[config.mk]
export PLATFORM = sky130hd
export DESIGN_NAME = xbar_cfg_sequencer
export DESIGN_NICKNAME = d
export VERILOG_FILES = /design/src/rtl/xbar_cfg_sequencer.sv
export SDC_FILE = /design/constraint.sdc
export NUM_CORES = 1
export LEC_CHECK = 0
export BUFFER_PORTS_ARGS = -buffer_cell sky130_fd_sc_hd__buf_2
export CAP_MARGIN = 20
export CELL_PAD_IN_SITES_DETAIL_PLACEMENT = 0
export CELL_PAD_IN_SITES_GLOBAL_PLACEMENT = 1
export CORE_MARGIN = 3
export CORE_UTILIZATION = 40
export DETAILED_ROUTE_END_ITERATION = 6
export GPL_TIMING_DRIVEN = 0
export HOLD_SLACK_MARGIN = 0.03
export PLACE_DENSITY_LB_ADDON = 0.1
export SLEW_MARGIN = 0
export SYNTH_ARGS = -nofsm -noshare
export SYNTH_HDL_FRONTEND = slang
export SYNTH_SLANG_ARGS = --single-unit
export TNS_END_PERCENT = 5
[constraint.sdc]
create_clock -name clk -period 2.44 [get_ports clk]
set_input_delay 0.244 -clock clk [delete_from_list [all_inputs] [get_ports clk]]
set_output_delay 0.244 -clock clk [all_outputs]
set_load 0.005 [all_outputs]
[src/rtl/xbar_cfg_sequencer.sv]
// Crossbar configuration sequencer: steps through a table of select/bypass contexts
// for a programmed number of iterations and drives one-hot crossbar selects.
module xbar_cfg_sequencer #(
  parameter  int NUM_CTX    = 8,
  parameter  int ITER_WIDTH = 16,
  localparam int CW         = $clog2(NUM_CTX),
  localparam int NW         = CW + 1
) (
  input  logic                  clk,
  input  logic                  rst_n,
  input  logic                  i__cfg_wr_en,
  input  logic [CW-1:0]         i__cfg_addr,
  input  logic [21:0]           i__cfg_data,
  input  logic                  i__start,
  input  logic [NW-1:0]         i__num_ctx,
  input  logic [ITER_WIDTH-1:0] i__num_iter,
  input  logic                  i__stall,
  input  logic                  i__stop,
  input  logic                  i__err_clr,
  output logic [5:0][5:0]       o__sel,
  output logic [3:0]            o__regbypass,
  output logic [CW-1:0]         o__ctx_idx,
  output logic                  o__running,
  output logic                  o__done,
  output logic                  o__cfg_err
);

  typedef enum logic [1:0] {S_IDLE, S_RUN, S_DONE} state_e;

  state_e                state_q;
  logic [21:0]           ctx_mem_q [NUM_CTX];
  logic [CW-1:0]         ctx_q;
  logic [ITER_WIDTH-1:0] iter_q;
  logic [ITER_WIDTH-1:0] num_iter_q;
  logic [NW-1:0]         num_ctx_q;

  logic                  last_ctx;
  logic                  last_iter;
  logic                  start_ok;
  logic                  finish;
  logic                  load_en;
  logic                  err_set;
  logic [CW-1:0]         ctx_d;
  logic [21:0]           entry_d;

  function automatic logic [5:0][5:0] decode_sel(input logic [17:0] enc);
    logic [5:0][5:0] sel;
    sel = '0;
    for (int i = 0; i < 6; i++) begin
      if (enc[3*i +: 3] < 3'd6) sel[i] = 6'b000001 << enc[3*i +: 3];
    end
    return sel;
  endfunction

  function automatic logic has_illegal(input logic [17:0] enc);
    logic bad;
    bad = 1'b0;
    for (int i = 0; i < 6; i++) begin
      bad = bad | (enc[3*i +: 3] == 3'd6);
    end
    return bad;
  endfunction

  // The context about to be presented is looked up from the next ctx value so
  // that the registered outputs line up with the edge on which ctx changes.
  always_comb begin
    last_ctx  = ({1'b0, ctx_q} == (num_ctx_q - NW'(1)));
    last_iter = (num_iter_q != '0) && (iter_q == (num_iter_q - ITER_WIDTH'(1)));
    start_ok  = i__start && (i__num_ctx != '0) && (i__num_ctx <= NW'(NUM_CTX));
    finish    = i__stop || (!i__stall && last_ctx && last_iter);
    ctx_d     = ((state_q == S_RUN) && !last_ctx) ? ctx_q + CW'(1) : '0;
    entry_d   = ctx_mem_q[ctx_d];
    load_en   = ((state_q == S_IDLE) && start_ok) ||
                ((state_q == S_RUN) && !finish && !i__stall);
    err_set   = ((state_q == S_IDLE) && i__start && !start_ok) ||
                (load_en && has_illegal(entry_d[17:0]));
  end

  always_ff @(posedge clk or negedge rst_n) begin
    if (!rst_n) begin
      for (int k = 0; k < NUM_CTX; k++) ctx_mem_q[k] <= 22'h3FFFF;
    end else if (i__cfg_wr_en && (state_q == S_IDLE)) begin
      ctx_mem_q[i__cfg_addr] <= i__cfg_data;
    end
  end

  always_ff @(posedge clk or negedge rst_n) begin
    if (!rst_n) begin
      state_q      <= S_IDLE;
      ctx_q        <= '0;
      iter_q       <= '0;
      num_iter_q   <= '0;
      num_ctx_q    <= '0;
      o__sel       <= '0;
      o__regbypass <= '0;
      o__ctx_idx   <= '0;
      o__running   <= 1'b0;
      o__done      <= 1'b0;
      o__cfg_err   <= 1'b0;
    end else begin
      o__done <= 1'b0;
      case (state_q)
        S_IDLE: begin
          if (start_ok) begin
            state_q    <= S_RUN;
            num_ctx_q  <= i__num_ctx;
            num_iter_q <= i__num_iter;
            ctx_q      <= '0;
            iter_q     <= '0;
            o__running <= 1'b1;
          end
        end
        S_RUN: begin
          if (finish) begin
            state_q      <= S_DONE;
            o__sel       <= '0;
            o__regbypass <= '0;
            o__ctx_idx   <= '0;
            o__running   <= 1'b0;
            o__done      <= 1'b1;
          end else if (!i__stall) begin
            ctx_q <= ctx_d;
            if (last_ctx && (iter_q != '1)) iter_q <= iter_q + ITER_WIDTH'(1);
          end
        end
        S_DONE: begin
          state_q <= S_IDLE;
        end
        default: begin
          state_q <= S_IDLE;
        end
      endcase

      if (load_en) begin
        o__sel       <= decode_sel(entry_d[17:0]);
        o__regbypass <= entry_d[21:18];
        o__ctx_idx   <= ctx_d;
      end

      // A fresh error outranks a simultaneous clear.
      if (err_set) begin
        o__cfg_err <= 1'b1;
      end else if (i__err_clr) begin
        o__cfg_err <= 1'b0;
      end
    end
  end

endmodule

==> impl_metrics.tcl, run 1 <==
set metrics [dict create \
    setup_violations 64 \
    yosys.cell_types.count 74 \
    path_max_fanout 7 \
    rows 65 \
    clk_latency_ns 0.57 \
    ant_nets 0 \
    htreeDepth 1 \
    fp.dieH_um 186 \
    cap_violations 0 \
    fin_ws_ns -0.496 \
    core_area_um2 31700 \
    synth-edff-count 0 \
    critPathKind "register to register" \
    synthToLayoutAreaGrowth_pct 29.6 \
    cts_buffers 30 \
    clkTransAtPathRegs_ns 0.06 \
    grt_pass1_wl_mm 62.7 \
    grt_setup_unrepaired "yes" \
    wl_mm 41.1 \
    synth_common_cells "179 x mux2_2, 144 x dfstp_2, 136 x nand2_1" \
    yosys_warnings 0 \
    outcome "finished with violations" \
    dpl_cell_area_um2 14100 \
    crit_path_end_kind "register" \
    antenna_cells 0 \
    p_total_uw 20000 \
    ctsRootBufferMaster "clkbuf_16" \
    syn_inst 1126 \
    multiInputGateArea_um2 6340 \
    violations "negative setup slack" \
    grtUsageTotal_pct 23.9 \
    startpoint_type "register" \
    slew_viol_final 0 \
    synth.top_cell.area_share_pct 29.3 \
    yosysSeqAreaShare_pct 52.3 \
    die-area_um2 34500 \
    async_flop_share_pct 100 \
    yosys.area.top_type "dfstp_2" \
    syn_area_um2 12900 \
    final_layout_size_suffix_gt1_share_pct 48.7 \
    drtIter0Drc 626 \
    synth_seq_cells 263 \
    p_leak_uw 0.00700 \
    fin_skew_ns 0.0223 \
    clockBufferDepth 3 \
    antenna_found_initial 0 \
    dieWidth_um 186 \
    min_period_ns 2.94 \
    timing.hold.ws_ns 0.0577 \
    grt_pass1_vias 10317 \
    max_freq_ghz 0.341 \
    drt_pass1_iterations 5 \
    io_buffer_count 97 \
    grt_max_degree 108 \
    cts_tree "done" \
    powerDensity_nw_per_um2 1200 \
    clock-sinks 263 \
    synth_nets 1183 \
    required_ns 2.91 \
    synth_area_leaders "dfstp_2 29%, dfrtp_1 23%, mux2_2 16%" \
    overflow 0 \
    post-dp-hpwl_mm 27.0 \
    worst_pin_slew_ns 0.907 \
    wl_per_cell_um 23.1 \
    vias_per_cell 5.62 \
    place.gp.congestion 0.835 \
    ioPinCount 98 \
    drc 0 \
    avgSynthCellArea_um2 11.5 \
    synth_ff_type "dfstp_2" \
    yosysMostFrequentCell "mux2_2" \
    final_core_util_pct 52.8 \
    fin_area_um2 16700 \
    nNetsFinal 1412 \
    hp-class "input pin to register" \
    relSlewSlack_pct 39.5 \
    arrival_ns 3.41 \
    ir_worst_vdd_mv 0.667 \
    hold_viol_final 0 \
    num_vias 10016 \
    start_util_pct 40.7 \
    fillCellCount 2844 \
    fin_crit_sh_pct 120 \
    ff_latch_area_um2 6770 \
]
-- area by class of cell --
cell class,instances,area share (%)
buffer,67,2.92
clock buffer,43,5.26
clock inverter,13,1.08
inverter,19,0.426
multi-input combinational,774,37.8
sequential,263,40.4
tap,402,3.00
timing repair buffer,200,9.04
-- worst max-delay path: stages, from the launching register on --
cell,delay [ns]
dfrtp_1,0.40
inv_2,0.08
ha_4,0.18
xor2_4,0.20
nor4b_4,0.07
buf_4,0.17
o21a_4,0.26
nor2_1,0.33
a211oi_1,0.15
o32a_1,0.49
o32a_1,0.33
a32oi_1,0.19
-- metal layers --
layer	part of all wire (%)	up-vias	global-route usage [%]
li1	-	4624	-
met1	46	5071	33.0
met2	46	241	38.5
met3	5.3	80	4.96
met4	3.2	0	6.73
met5	0	-	0
-- worst paths after layout --
kind	startpoint	slack, ns	cells after the start	end
setup / recovery	num_ctx_q[0]$_DFFE_PN0P_	-0.50	11	o__cfg_err$_DFFE_PN0P_
setup reg to reg	num_ctx_q[0]$_DFFE_PN0P_	-0.50	11	o__cfg_err$_DFFE_PN0P_
max in group asynchronous	rst_n	0.86	4	ctx_mem_q[79]$_DFFE_PN1P_
hold / removal	i__cfg_data[9]	0.06	2	ctx_mem_q[75]$_DFFE_PN1P_
hold reg to reg	o__sel[26]$_DFFE_PN0P_	0.48	2	o__sel[26]$_DFFE_PN0P_
min in group asynchronous	rst_n	0.25	2	num_iter_q[8]$_DFFE_PN0P_
-- where the power goes --
part           internal, uW  leakage, uW  switching (uW)  total (uW)
sequential             6410      0.00305             937        7340
clock                  2930     0.000519            1870        4800
combinational          3670      0.00344            4210        7890
total                 13000      0.00700            7020       20000
-- cells in the final DEF (no fill, tap or decap), types with 9 or more instances in the layout --
master	n
o22ai_1	19
buf_4	52
dfstp_2	144
dfrtp_1	114
nor3_1	15
a21oi_1	34
and3_1	16
o31ai_1	9
xor2_1	9
clkbuf_1	20
nand2_1	136
buf_6	11
inv_1	12
or4_1	10
dlygate4sd3_1	41
buf_2	104
o21ai_0	33
xnor2_1	10
mux2i_1	31
a211oi_1	12
o21ai_1	20
clkbuf_2	9
nand3_1	19
a32o_1	16
nor2_1	28
buf_1	12
or3_1	11
clkbuf_16	33
mux2_2	179
-- cell families after synthesis --
logic type | share of synthesized area [%]
XOR/XNOR | 1.70
flip-flops | 52.3
AND/OR/NAND/NOR | 11.5
adder cells (fa/ha/maj) | 0.484
buffers and inverters | 3.09
AO/OA/AOI/OAI | 12.7
multiplexers | 18.2
-- timing repair --
item                                   4_1_cts  5_1_grt
cloned                                       2        3
pin swaps                                   30       31
endpoints found under the hold margin      243        0
hold buffers                                41        0
setup endpoints to repair                  107       92
setup buffers                               40       15
resized for setup                          142       54
-- metrics by stage --
step,std cells,setup TNS (ns),setup WS [ns]
finish,1781,-21.49,-0.496
CTS,1764,-19.73,-0.404
global route,1781,-31.61,-0.596
floorplan,1126,-1.90,-0.0820
global placement,1625,-839.73,-3.85
detailed placement,1627,-79.06,-1.44
-- state kept, by name (all words and copies together) (netlist names) --
register / flops
ctx_q: 3
o__regbypass: 4
num_iter_q: 16
ctx_mem_q: 176
o__sel: 36
iter_q: 16
o__done: 1
o__ctx_idx: 3
o__cfg_err: 1
num_ctx_q: 4
state_q: 2
o__running: 1
(Power assumes the default switching activity.)
==> run 2: changes to the inputs <==
--- a/config.mk
+++ b/config.mk
@@ -9,12 +9,11 @@
 export CAP_MARGIN = 20
 export CELL_PAD_IN_SITES_DETAIL_PLACEMENT = 0
 export CELL_PAD_IN_SITES_GLOBAL_PLACEMENT = 1
-export CORE_MARGIN = 3
 export CORE_UTILIZATION = 40
 export DETAILED_ROUTE_END_ITERATION = 6
 export GPL_TIMING_DRIVEN = 0
 export HOLD_SLACK_MARGIN = 0.03
-export PLACE_DENSITY_LB_ADDON = 0.1
+export PLACE_DENSITY = 0.79
 export SLEW_MARGIN = 0
 export SYNTH_ARGS = -nofsm -noshare
 export SYNTH_HDL_FRONTEND = slang
==> constraint.sdc (replaced) <==
create_clock -name clk -period 2.44 [get_ports clk]
set_input_delay 0.488 -clock clk [delete_from_list [all_inputs] [get_ports clk]]
set_output_delay 0.488 -clock clk [all_outputs]
set_load 0.005 [all_outputs]
==> impl_metrics.tcl, run 2 (synthesis results as in run 1) <==
set metrics [dict create \
    clkTransAtPathRegs_ns 0.06 \
    hold_viol_final 0 \
    critPathKind "register to register" \
    fin_ws_ns -0.427 \
    mostFrequentLayoutCells "179 x mux2_2, 144 x dfstp_2, 136 x nand2_1" \
    drt_pass1_iterations 5 \
    wl_met3_mm 3.09 \
    largest_register "ctx_mem_q" \
    fp.dieH_um 182 \
    clock-sinks 263 \
    ioPinCount 98 \
    ant_nets 0 \
    r2r_setup_slack_ns -0.43 \
    antenna_found_initial 3 \
    rows 65 \
    drtIter0Drc 736 \
    fin_crit_sh_pct 117 \
    setup_violations 64 \
    vias_per_cell 5.77 \
    fin_skew_ns 0.00879 \
    place.gp.congestion 0.854 \
    num_vias 9987 \
    drc 0 \
    start_util_pct 40.8 \
    path_common_cell "buf_4" \
    ctsRootBufferMaster "clkbuf_16" \
    post-dp-hpwl_mm 25.5 \
    path_buf_inv 3 \
    core_area_um2 31600 \
    clk_latency_ns 0.56 \
    grtUsageTotal_pct 23.5 \
    crit_path_end_kind "register" \
    outcome "finished with violations" \
    worstHoldEndpoint "num_iter_q[6]$_DFFE_PN0P_" \
    cts_buffers 28 \
    final_layout_size_suffix_gt1_share_pct 49.7 \
    powerDensity_nw_per_um2 1210 \
    ir_worst_vdd_mv 0.699 \
    grt_pass1_vias 10085 \
    crit_family "compound AO/OA/AOI/OAI gates" \
    crit_chain "inv_2 > ha_4 > xnor2_4 > o211ai_1 > o21a_1 > buf_4 > a21oi_1 > a221o_1 > buf_4 > a32o_1" \
    startpoint_type "register" \
    route.met2.wl_mm 17.8 \
    r2r-start "num_ctx_q[0]$_DFFE_PN0P_" \
    arrival_ns 3.31 \
    worst_pin_slew_ns 0.913 \
    rr_worst_depth 10 \
    holdPathStages 3 \
    clockBufferDepth 3 \
    cpMaxStageDelayCell "o211ai_1" \
    cap_violations 0 \
    overflow 0 \
    path_max_fanout 10 \
    fillCellCount 2738 \
    top_layer "met5" \
    min_period_ns 2.87 \
    hp-start "i__num_iter[6]" \
    required_ns 2.89 \
    final_common_cell "mux2_2" \
    relSlewSlack_pct 39.2 \
    wl_met1_mm 16.9 \
    grt_pass1_wl_mm 59.6 \
    synthToLayoutAreaGrowth_pct 25.5 \
    grt_max_degree 126 \
    cts_tree "done" \
    io_buffer_count 97 \
    p_leak_uw 0.00674 \
    dieWidth_um 182 \
    r2r-end "o__sel[13]$_DFFE_PN0P_" \
    nNetsFinal 1362 \
    wl_mm 38.7 \
    violations "negative setup slack" \
    wl_per_cell_um 22.4 \
    slew_viol_final 0 \
    hp-class "input pin to register" \
    reg_top3 "ctx_mem_q x176, o__sel x36" \
    grt_setup_unrepaired "yes" \
    die-area_um2 33000 \
    max_freq_ghz 0.349 \
    htreeDepth 1 \
    max_stage_delay_ns 0.43 \
    largest_register_ffs 176 \
    pre_cts_ws_ns -1.25 \
    setup_tns_ns -18.40 \
]
run 2: through the flow:
| stage | total power, uW | instances | hold slack [ns] | instance area (um^2) | utilization, % |
|---|---|---|---|---|---|
| 3_3_place_gp | 13200 | 1625 | 0.465 | 14000 | 44.2 |
| 6_report | 19600 | 1731 | 0.116 | 16200 | 51.2 |
| 4_1_cts | 19200 | 1724 | 0.108 | 16000 | 50.5 |
| 2_1_floorplan | 11200 | 1126 | 0.192 | 13000 | - |
| 5_1_grt | 20500 | 1729 | 0.127 | 16200 | 51.2 |
| 3_5_place_dp | 13400 | 1627 | 0.320 | 14100 | 44.4 |
run 2: worst min-delay path, stage by stage:
cell and delay (ns):
buf_2 0.07, nand2_1 0.04, nand2_1 0.04
run 2: layer usage:
| metal | up-vias | track usage, % |
|---|---|---|
| met5 | - | 0 |
| li1 | 4495 | - |
| met4 | 2 | 6.75 |
| met2 | 327 | 36.9 |
| met3 | 73 | 5.88 |
| met1 | 5090 | 32.2 |
run 2: area by class of cell:
class | instances | area, um^2 | share of cell area [%]
multi-input cells | 774 | 6340 | 39.1
well taps | 402 | 503 | 3.10
plain buffers | 67 | 484 | 2.99
flip-flops and latches | 263 | 6770 | 41.8
diodes | 2 | 5.00 | 0.0309
inverters | 19 | 71.3 | 0.440
repair buffers | 152 | 1060 | 6.52
clock inverters | 15 | 174 | 1.07
clock buffers | 37 | 808 | 4.99
run 2: what timing repair did:
action | CTS | global route
endpoints found under the setup margin | 107 | 116
setup buffers | 43 | 4
pin swaps | 36 | 17
hold endpoints to repair | 17 | 0
cloned | 4 | 1
hold buffers | 1 | 0
gates resized for setup | 144 | 41
run 2: how the worst max path moves through the flow:
stage | start | endpoint | slack, ns | cells past startpoint
2_1_floorplan | num_ctx_q[0]$_DFFE_PN0P_ | o__sel[3]$_DFFE_PN0P_ | -0.08 | 12
3_3_place_gp | rst_n | ctx_mem_q[109]$_DFFE_PN0P_ | -3.72 | 1
3_5_place_dp | ctx_q[1]$_DFFE_PN0P_ | o__regbypass[3]$_DFFE_PN0P_ | -1.25 | 11
4_1_cts | num_ctx_q[0]$_DFFE_PN0P_ | o__sel[25]$_DFFE_PN0P_ | -0.34 | 13
5_1_grt | state_q[0]$_DFFE_PN0P_ | o__cfg_err$_DFFE_PN0P_ | -0.53 | 11
6_report | num_ctx_q[0]$_DFFE_PN0P_ | o__sel[13]$_DFFE_PN0P_ | -0.43 | 10
run 2: report_power, final:
part / internal, uW / leakage (uW) / switching, uW / total [uW]
clock: 2650 / 0.000481 / 1810 / 4470
combinational: 3650 / 0.00321 / 4090 / 7740
sequential: 6410 / 0.00305 / 943 / 7350
total: 12700 / 0.00674 / 6850 / 19600
